==> config.mk <==
export PLATFORM = sky130hd
export DESIGN_NAME = cmd_mem_arb
export DESIGN_NICKNAME = d
export VERILOG_FILES = /design/src/rtl/cmd_mem_arb.sv
export SDC_FILE = /design/constraint.sdc
export NUM_CORES = 1
export LEC_CHECK = 0
export BUFFER_PORTS_ARGS = -buffer_cell sky130_fd_sc_hd__buf_4
export CAP_MARGIN = 20
export CORE_AREA = 8 8 117 119
export DETAILED_ROUTE_END_ITERATION = 8
export DIE_AREA = 0 0 125 127
export SLEW_MARGIN = 20
export SYNTH_ARGS = -nofsm -noshare
export SYNTH_HDL_FRONTEND = slang
export SYNTH_SLANG_ARGS = --single-unit
==> constraint.sdc <==
create_clock -name clk -period 9.8 [get_ports clk]
set_input_delay 1.47 -clock clk [delete_from_list [all_inputs] [get_ports clk]]
set_output_delay 1.47 -clock clk [all_outputs]
set_load 0.01 [all_outputs]
==> src/rtl/cmd_mem_arb.sv <==
// Round-robin arbiter that shares one command-memory read port among N_REQ cores,
// tags each read one-hot and supports per-core flush and host pause/drain.
// Optional conflict counter enabled by defining CMD_MEM_ARB_STATS_EN.
module cmd_mem_arb #(
  parameter int unsigned N_REQ                = 4,
  parameter int unsigned CMD_ADDR_WIDTH       = 8,
  parameter int unsigned CMD_WIDTH            = 128,
  parameter int unsigned CMD_MEM_READ_LATENCY = 3
) (
  input  logic                              clk,
  input  logic                              reset,
  input  logic [N_REQ-1:0]                  req,
  input  logic [N_REQ*CMD_ADDR_WIDTH-1:0]   addr,
  output logic [N_REQ-1:0]                  gnt,
  output logic [N_REQ-1:0]                  rvalid,
  output logic [CMD_WIDTH-1:0]              rdata,
  input  logic [N_REQ-1:0]                  flush,
  input  logic                              pause,
  output logic                              paused,
  output logic                              mem_en,
  output logic [CMD_ADDR_WIDTH-1:0]         mem_addr,
  input  logic [CMD_WIDTH-1:0]              mem_rdata
`ifdef CMD_MEM_ARB_STATS_EN
  ,
  output logic [15:0]                       conflict_cnt
`endif
);

  localparam int unsigned RrW = (N_REQ > 1) ? $clog2(N_REQ) : 1;
  localparam int unsigned Lat = CMD_MEM_READ_LATENCY;

  localparam logic [1:0] StRun    = 2'd0;
  localparam logic [1:0] StDrain  = 2'd1;
  localparam logic [1:0] StPaused = 2'd2;

  logic [1:0]                     state_q, state_d;
  logic [RrW-1:0]                 rr_q, rr_d;
  logic [Lat-1:0][N_REQ-1:0]      tag_q, tag_d;
  logic                           grant_ok;
  logic                           gnt_any;
  logic [RrW-1:0]                 gnt_idx;
  logic                           pipe_empty;

  // Grants are also blocked while reset is held so nothing leaks out during reset.
  assign grant_ok = (state_q == StRun) && reset;

  always_comb begin
    int unsigned idx;
    idx     = 0;
    gnt     = '0;
    gnt_any = 1'b0;
    gnt_idx = '0;
    if (grant_ok) begin
      for (int unsigned off = 0; off < N_REQ; off++) begin
        idx = (32'(rr_q) + off) % N_REQ;
        if (!gnt_any && req[idx]) begin
          gnt_any  = 1'b1;
          gnt[idx] = 1'b1;
          gnt_idx  = RrW'(idx);
        end
      end
    end
  end

  assign mem_en   = gnt_any;
  assign mem_addr = gnt_any ? addr[32'(gnt_idx)*CMD_ADDR_WIDTH +: CMD_ADDR_WIDTH] : '0;
  assign rdata    = mem_rdata;

  always_comb begin
    rr_d = rr_q;
    if (gnt_any) begin
      rr_d = (gnt_idx == RrW'(N_REQ - 1)) ? '0 : gnt_idx + RrW'(1);
    end
  end

  // Flush scrubs the core's bit from every stage, including a same-cycle grant.
  always_comb begin
    tag_d    = '0;
    tag_d[0] = gnt & ~flush;
    for (int unsigned i = 1; i < Lat; i++) begin
      tag_d[i] = tag_q[i-1] & ~flush;
    end
  end

  assign rvalid     = tag_q[Lat-1] & ~flush;
  assign pipe_empty = (tag_q == '0);

  always_comb begin
    state_d = state_q;
    case (state_q)
      StRun: begin
        if (pause) state_d = StDrain;
      end
      StDrain: begin
        if (!pause)          state_d = StRun;
        else if (pipe_empty) state_d = StPaused;
      end
      StPaused: begin
        if (!pause) state_d = StRun;
      end
      default: state_d = StRun;
    endcase
  end

  assign paused = (state_q == StPaused);

  always_ff @(posedge clk or negedge reset) begin
    if (!reset) begin
      state_q <= StRun;
      rr_q    <= '0;
      tag_q   <= '0;
    end else begin
      state_q <= state_d;
      rr_q    <= rr_d;
      tag_q   <= tag_d;
    end
  end

`ifdef CMD_MEM_ARB_STATS_EN
  logic [15:0] conflict_q, conflict_d;
  logic        multi_req;

  always_comb begin
    int unsigned ones;
    ones = 0;
    for (int unsigned i = 0; i < N_REQ; i++) begin
      ones = ones + 32'(req[i]);
    end
    multi_req = (ones >= 2);
  end

  always_comb begin
    conflict_d = conflict_q;
    if ((state_q == StRun) && multi_req && (conflict_q != 16'hFFFF)) begin
      conflict_d = conflict_q + 16'd1;
    end
  end

  always_ff @(posedge clk or negedge reset) begin
    if (!reset) conflict_q <= '0;
    else        conflict_q <= conflict_d;
  end

  assign conflict_cnt = conflict_q;
`endif

endmodule

==> impl_metrics.env, run 1 <==
export IMPL_overflow=0
export IMPL_rsz0062_at_grt="false"
export IMPL_stdcell_area_sq_mm=0.002039
export IMPL_initial_utilization=0.1968
export IMPL_clockBufferDepth=2
export IMPL_grt_usage=0.1122
export IMPL_synth_top_area_frac=0.4133
export IMPL_crit_path_start="rr_q[0]"
export IMPL_dp_hpwl_microns=8854
export IMPL_arrival_ns=3.76
export IMPL_power_leakage_nw=0.9344
export IMPL_synth_area_sq_mm=0.002325
export IMPL_synthCells=267
export IMPL_dieArea_sq_mm=0.01588
export IMPL_place_ws_ns=4.711
export IMPL_core_area_sq_mm=0.01181
export IMPL_drv_cap=0
export IMPL_grt_pass1_vias=1577
export IMPL_synth_area_leaders="buf_4, dfrtp_1, mux2i_1, nor2b_1, ha_1"
export IMPL_seq_area_frac_synth=0.1722
export IMPL_reg2regPathDepth=8
export IMPL_cts_clk_slew_worst_paths_ns=0.05
export IMPL_num_vias=1507
export IMPL_post_route_period_util=0.5338
export IMPL_hold_class="reg2reg"
export IMPL_period_minus_slack_ns=5.231
export IMPL_critPathTopFamily="flip-flops"
export IMPL_syn_nets=446
export IMPL_synthTopCellsByCount="buf_4, mux2i_1, nor2b_1"
export IMPL_n_antenna_cell=0
export IMPL_drv_slew=0
export IMPL_worstMarginPinSlew_ns=0.7431
export IMPL_outcome="completed"
export IMPL_ir_worst_vdd_mv=0.07872
export IMPL_ant_nets=0
export IMPL_h_tree_depth=1
export IMPL_drive_gt1_frac=0.3889
export IMPL_critPathMaxStageDelay_ns=0.74
export IMPL_cts_sinks=16
export IMPL_crit_fanout=16
export IMPL_final_nets=378
export IMPL_rr_startpoint="rr_q[0]"
export IMPL_postCtsSetupRepairBufs=0
export IMPL_ys_ff_latch=16
export IMPL_yosysUniqueCellTypes=40
export IMPL_crit_chain="inv_1 > ha_1 > mux4_2 > nor2b_4 > nor2_2 > o21ai_4 > mux2i_1 > o22ai_1 > buf_4"
export IMPL_cts_repair_resized=0
export IMPL_synth_area_leader_cell="buf_4"
export IMPL_wl_microns=9784
export IMPL_cp_required_ns=8.33
export IMPL_port_buffers=60
export IMPL_slew_headroom=0.5027
export IMPL_power_density_mw_per_mm2=269.4
export IMPL_skew_ns=0.002799
export IMPL_ys_flop_type="dfrtp_1"
export IMPL_cts_root_buffer="clkbuf_16"
export IMPL_synth_edf_count=0
export IMPL_finalSetupViolations=0
export IMPL_rows=40
export IMPL_crit_end="mem_addr[7]"
export IMPL_fmax_ghz=0.1912
export IMPL_syn_avg_cell_area_sq_um=8.707
export IMPL_setup_tns_ns=0
export IMPL_clkLatencyLatePin_ns=0.24
export IMPL_die_w_microns=125
export IMPL_yosys_warnings=0
export IMPL_drtIter0Drc=155
export IMPL_place_area_sq_mm=0.001951
export IMPL_cts_tree="done"
export IMPL_final_fill_count=1332
export IMPL_post_synth_top_count_cell="buf_4"
export IMPL_final_hold_violation_count=0
export IMPL_final_setup_worst_slack_ns=4.569
export IMPL_synthArstFlopShare=1.000
export IMPL_ios=317
export IMPL_power_total_mw=0.5495
export IMPL_cp_end_kind="output pin"
export IMPL_drt_pre_antenna_iters=4
export IMPL_cts_made_buffers=3
export IMPL_wl_per_cell_microns=28.36
export IMPL_rr_endpoint="tag_q[1]"
export IMPL_crit_buf_inv=2
export IMPL_postCtsHoldBufs=0
export IMPL_critical_path_class="reg2out"
export IMPL_rrSetupSlack_ns=6.56
export IMPL_viasPerCell=4.368
export IMPL_antenna_found_initial=0
export IMPL_globalplace_congestion=0.8471
export IMPL_grt_pass1_wl_microns=12820
export IMPL_remaining_drc_errors=0
export IMPL_area_growth_synth_to_final_pct=-12.27
export IMPL_grt_max_degree=19
export IMPL_slowest_stage="dfrtp_1"
export IMPL_die_h_microns=127
export IMPL_start_kind="flop"
export IMPL_cp_depth=9
[power breakdown]
group          internal, mW  total [mW]  switching [mW]  leakage, nW
Sequential           0.0793       0.104          0.0245        0.216
Clock                0.0619      0.0859          0.0240       0.0442
Combinational         0.171       0.360           0.189        0.674
Total                 0.312       0.550           0.237        0.934
[per-layer routing]
layer / GRT usage / part of all wire
met5: 0.03257 / 0.0058
met2: 0.1934 / 0.49
met4: 0.01433 / 0.013
met1: 0.06796 / 0.21
met3: 0.1481 / 0.28
[worst min-delay path by stage]
| stage | startpoint | end | slack, ns | depth (start not counted) |
|---|---|---|---|---|
| floorplan | tag_q[0] | tag_q[4] | 0.45 | 1 |
| global placement | tag_q[0] | tag_q[4] | 0.47 | 1 |
| detailed placement | tag_q[0] | tag_q[4] | 0.48 | 1 |
| CTS | tag_q[6] | tag_q[10] | 0.49 | 1 |
| global route | tag_q[4] | tag_q[8] | 0.51 | 1 |
| finish | tag_q[5] | tag_q[9] | 0.49 | 1 |
[cells in the final DEF, fill, tap and decap left out, types with 2 or more instances in the layout]
master,instances
a21oi_1,3
a22oi_1,4
a31oi_1,4
buf_4,61
clkbuf_16,3
dfrtp_1,16
ha_1,8
inv_1,3
mux2i_1,19
nand2_1,11
nand3_1,2
nor2_1,6
nor2b_1,18
nor3b_1,2
nor4_1,2
o211ai_1,2
o21ai_0,2
o22ai_1,8
or2_2,4
xnor2_1,2
[final cells by class]
type,count,area [sq um],area share
clock buffers,4,88.84,0.04356
inverters,3,11.26,0.005521
multi-input cells,114,897.1,0.4399
flip-flops and latches,16,400.4,0.1963
well taps,147,183.9,0.09018
repair buffers,61,457.9,0.2245
[kinds of logic (layout without fill, tap and decap cells)]
group,count (synthesis),in the layout,synth area share
xor+xnor,2,2,0.007536
simple gates,52,52,0.1286
buf+inv,137,68,0.4419
fa+ha+maj,8,8,0.04306
compound gates,30,30,0.09419
flops,16,16,0.1722
mux,22,22,0.1125
[flip-flops by register name (all words and copies together) (netlist names)]
signal / flops
state_q: 2
tag_q: 12
rr_q: 2
[per-stage QoR]
stage	cells	hold slack, ns	utilization
4_1_cts	345	0.4910	0.1727
6_report	345	0.4858	0.1727
3_3_place_gp	341	0.4677	0.1651
2_1_floorplan	267	0.4547	-
5_1_grt	345	0.5108	0.1727
3_5_place_dp	341	0.4811	0.1651
No activity file was read; power rests on OpenSTA's default activity.
==> run 2, diff against run 1 <==
- CORE_AREA: 8 8 117 119 -> 8 8 116 118
- DIE_AREA: 0 0 125 127 -> 0 0 124 126
- clock period: 9.8 -> 4.21 ns (I/O delays scaled with it)
==> impl_metrics.env, run 2 (synthesized netlist as in run 1, its figures left out) <==
export IMPL_power_frac_comb=0.687
export IMPL_arrival_ns=3.21
export IMPL_viasPerCell=4.471
export IMPL_cts_clk_slew_worst_paths_ns=0.05
export IMPL_ir_worst_vdd_mv=0.3991
export IMPL_num_vias=1556
export IMPL_finalSetupViolations=0
export IMPL_area_growth_synth_to_final_pct=-11.30
export IMPL_worstMarginPinSlew_ns=0.5835
export IMPL_initial_utilization=0.1985
export IMPL_fmax_ghz=0.2605
export IMPL_slew_headroom=0.6067
export IMPL_globalplace_congestion=0.7986
export IMPL_crit_fanout=9
export IMPL_mostFrequentLayoutCell="buf_4"
export IMPL_crit_top_cell="buf_4"
export IMPL_grt_pass1_wl_microns=12850
export IMPL_grt_pass1_vias=1578
export IMPL_final_hold_violation_count=0
export IMPL_antenna_found_initial=0
export IMPL_regMostFlops="tag_q"
export IMPL_final_util=0.1761
export IMPL_wl_microns=10010
export IMPL_die_h_microns=126
export IMPL_postCtsSetupRepairBufs=0
export IMPL_grtUsageMet2=0.1846
export IMPL_drive_gt1_frac=0.3980
export IMPL_power_total_mw=1.329
export IMPL_clockBufferDepth=2
export IMPL_grt_busiest_layer="met2"
export IMPL_power_switching_mw=0.5744
export IMPL_cts_made_buffers=3
export IMPL_setup_tns_ns=0
export IMPL_skew_ns=0.002209
export IMPL_largest_register_ffs=12
export IMPL_power_density_mw_per_mm2=644.3
export IMPL_final_nets=381
export IMPL_use_met3=0.1685
export IMPL_overflow=0
export IMPL_dieArea_sq_mm=0.01562
export IMPL_dp_hpwl_microns=9006
export IMPL_cts_sinks=16
export IMPL_stdcell_count=348
export IMPL_postCtsHoldBufs=0
export IMPL_sw_frac_of_total=0.4323
export IMPL_port_buffers=60
export IMPL_crit_buf_inv=3
export IMPL_remaining_drc_errors=0
export IMPL_post_route_period_util=0.9118
export IMPL_grt_max_degree=19
export IMPL_core_area_sq_mm=0.01171
export IMPL_clockPowerShare=0.152
export IMPL_rows=40
export IMPL_cts_repair_resized=0
export IMPL_slowest_stage="dfrtp_1"
export IMPL_drtIter0Drc=66
export IMPL_internal_power_mw=0.7542
export IMPL_cts_tree="done"
export IMPL_outcome="completed"
export IMPL_cp_end_kind="output pin"
export IMPL_clkLatencyLatePin_ns=0.25
export IMPL_cts_root_buffer="clkbuf_16"
export IMPL_cp_required_ns=3.58
export IMPL_critPathMaxStageDelay_ns=0.53
export IMPL_wl_per_cell_microns=28.77
export IMPL_crit_chain="inv_1 > ha_1 > mux4_2 > nor2b_4 > nor2_2 > o21ai_4 > buf_4 > mux2i_1 > o22ai_1 > buf_4"
export IMPL_ios=317
export IMPL_hold_class="in2async"
export IMPL_start_kind="flop"
export IMPL_mostFrequentLayoutCells="buf_4, mux2i_1, nor2b_1"
export IMPL_die_w_microns=124
export IMPL_top_regs="tag_q x12, rr_q x2, state_q x2"
export IMPL_period_minus_slack_ns=3.839
export IMPL_use_met1=0.07829
export IMPL_critical_path_class="reg2out"
export IMPL_place_inst=344
export IMPL_ant_nets=0
export IMPL_drv_slew=0
export IMPL_critPathTopFamily="multiplexers"
export IMPL_drt_pre_antenna_iters=4
export IMPL_hold_ws_ns=0.2436
export IMPL_h_tree_depth=1
export IMPL_drv_cap=0
export IMPL_n_antenna_cell=0
export IMPL_grt_usage=0.1195
export IMPL_rsz0062_at_grt="false"
export IMPL_power_leakage_nw=0.9491
export IMPL_pwr_share_seq=0.161
==> run 2: worst register-to-register path, delay by kind of cell (launching register included) <==
family          cells  cell delay (ns)
simple gates        3             0.66
flops               1             0.53
fa+ha+maj           1             0.49
mux                 1             0.44
compound gates      2             0.38
buf+inv             1             0.17
==> run 2: final cells by class <==
type / count / area, sq um
multi-input cells: 114 / 897.1
flip-flops and latches: 16 / 400.4
well taps: 147 / 183.9
clock buffers: 4 / 88.84
fillers: 1326 / 9649
repair buffers: 64 / 480.5
inverters: 3 / 11.26
==> run 2: power by group through the flow <==
stage / logic (mW) / clock network (mW) / registers (mW)
6_report: 0.912 / 0.202 / 0.214
5_1_grt: 0.992 / 0.213 / 0.217
4_1_cts: 0.928 / 0.207 / 0.214
3_5_place_dp: 0.923 / 0 / 0.216
3_3_place_gp: 0.906 / 0 / 0.215
2_1_floorplan: 0.760 / 0 / 0.216
==> run 2: worst paths after layout <==
check                           startpoint           to  slack (ns)  cells past startpoint
worst max-delay path               rr_q[1]  mem_addr[4]        0.37                     10
worst min-delay path                 reset   state_q[0]        0.24                      1
worst max register to register     rr_q[1]     tag_q[3]        1.47                      8
worst min register to register    tag_q[4]     tag_q[8]        0.48                      1
max in group asynchronous            reset     tag_q[0]        3.78                      1
min in group clk                  tag_q[4]     tag_q[8]        0.48                      1
==> run 2: per-stage QoR <==
step                      setup slack, ns  instance area, sq um
after floorplan                    0.7149                  2325
after global placement             0.7192                  1973
after detailed placement           0.6236                  1973
after CTS                          0.3427                  2062
after global routing               0.1792                  2062
final                              0.3712                  2062
==> run 2: metal layers <==
layer  part of all wire  up-vias
li1                   -      634
met1               0.23      700
met2               0.46      209
met3               0.30       11
met4             0.0099        2
met5             0.0074        -
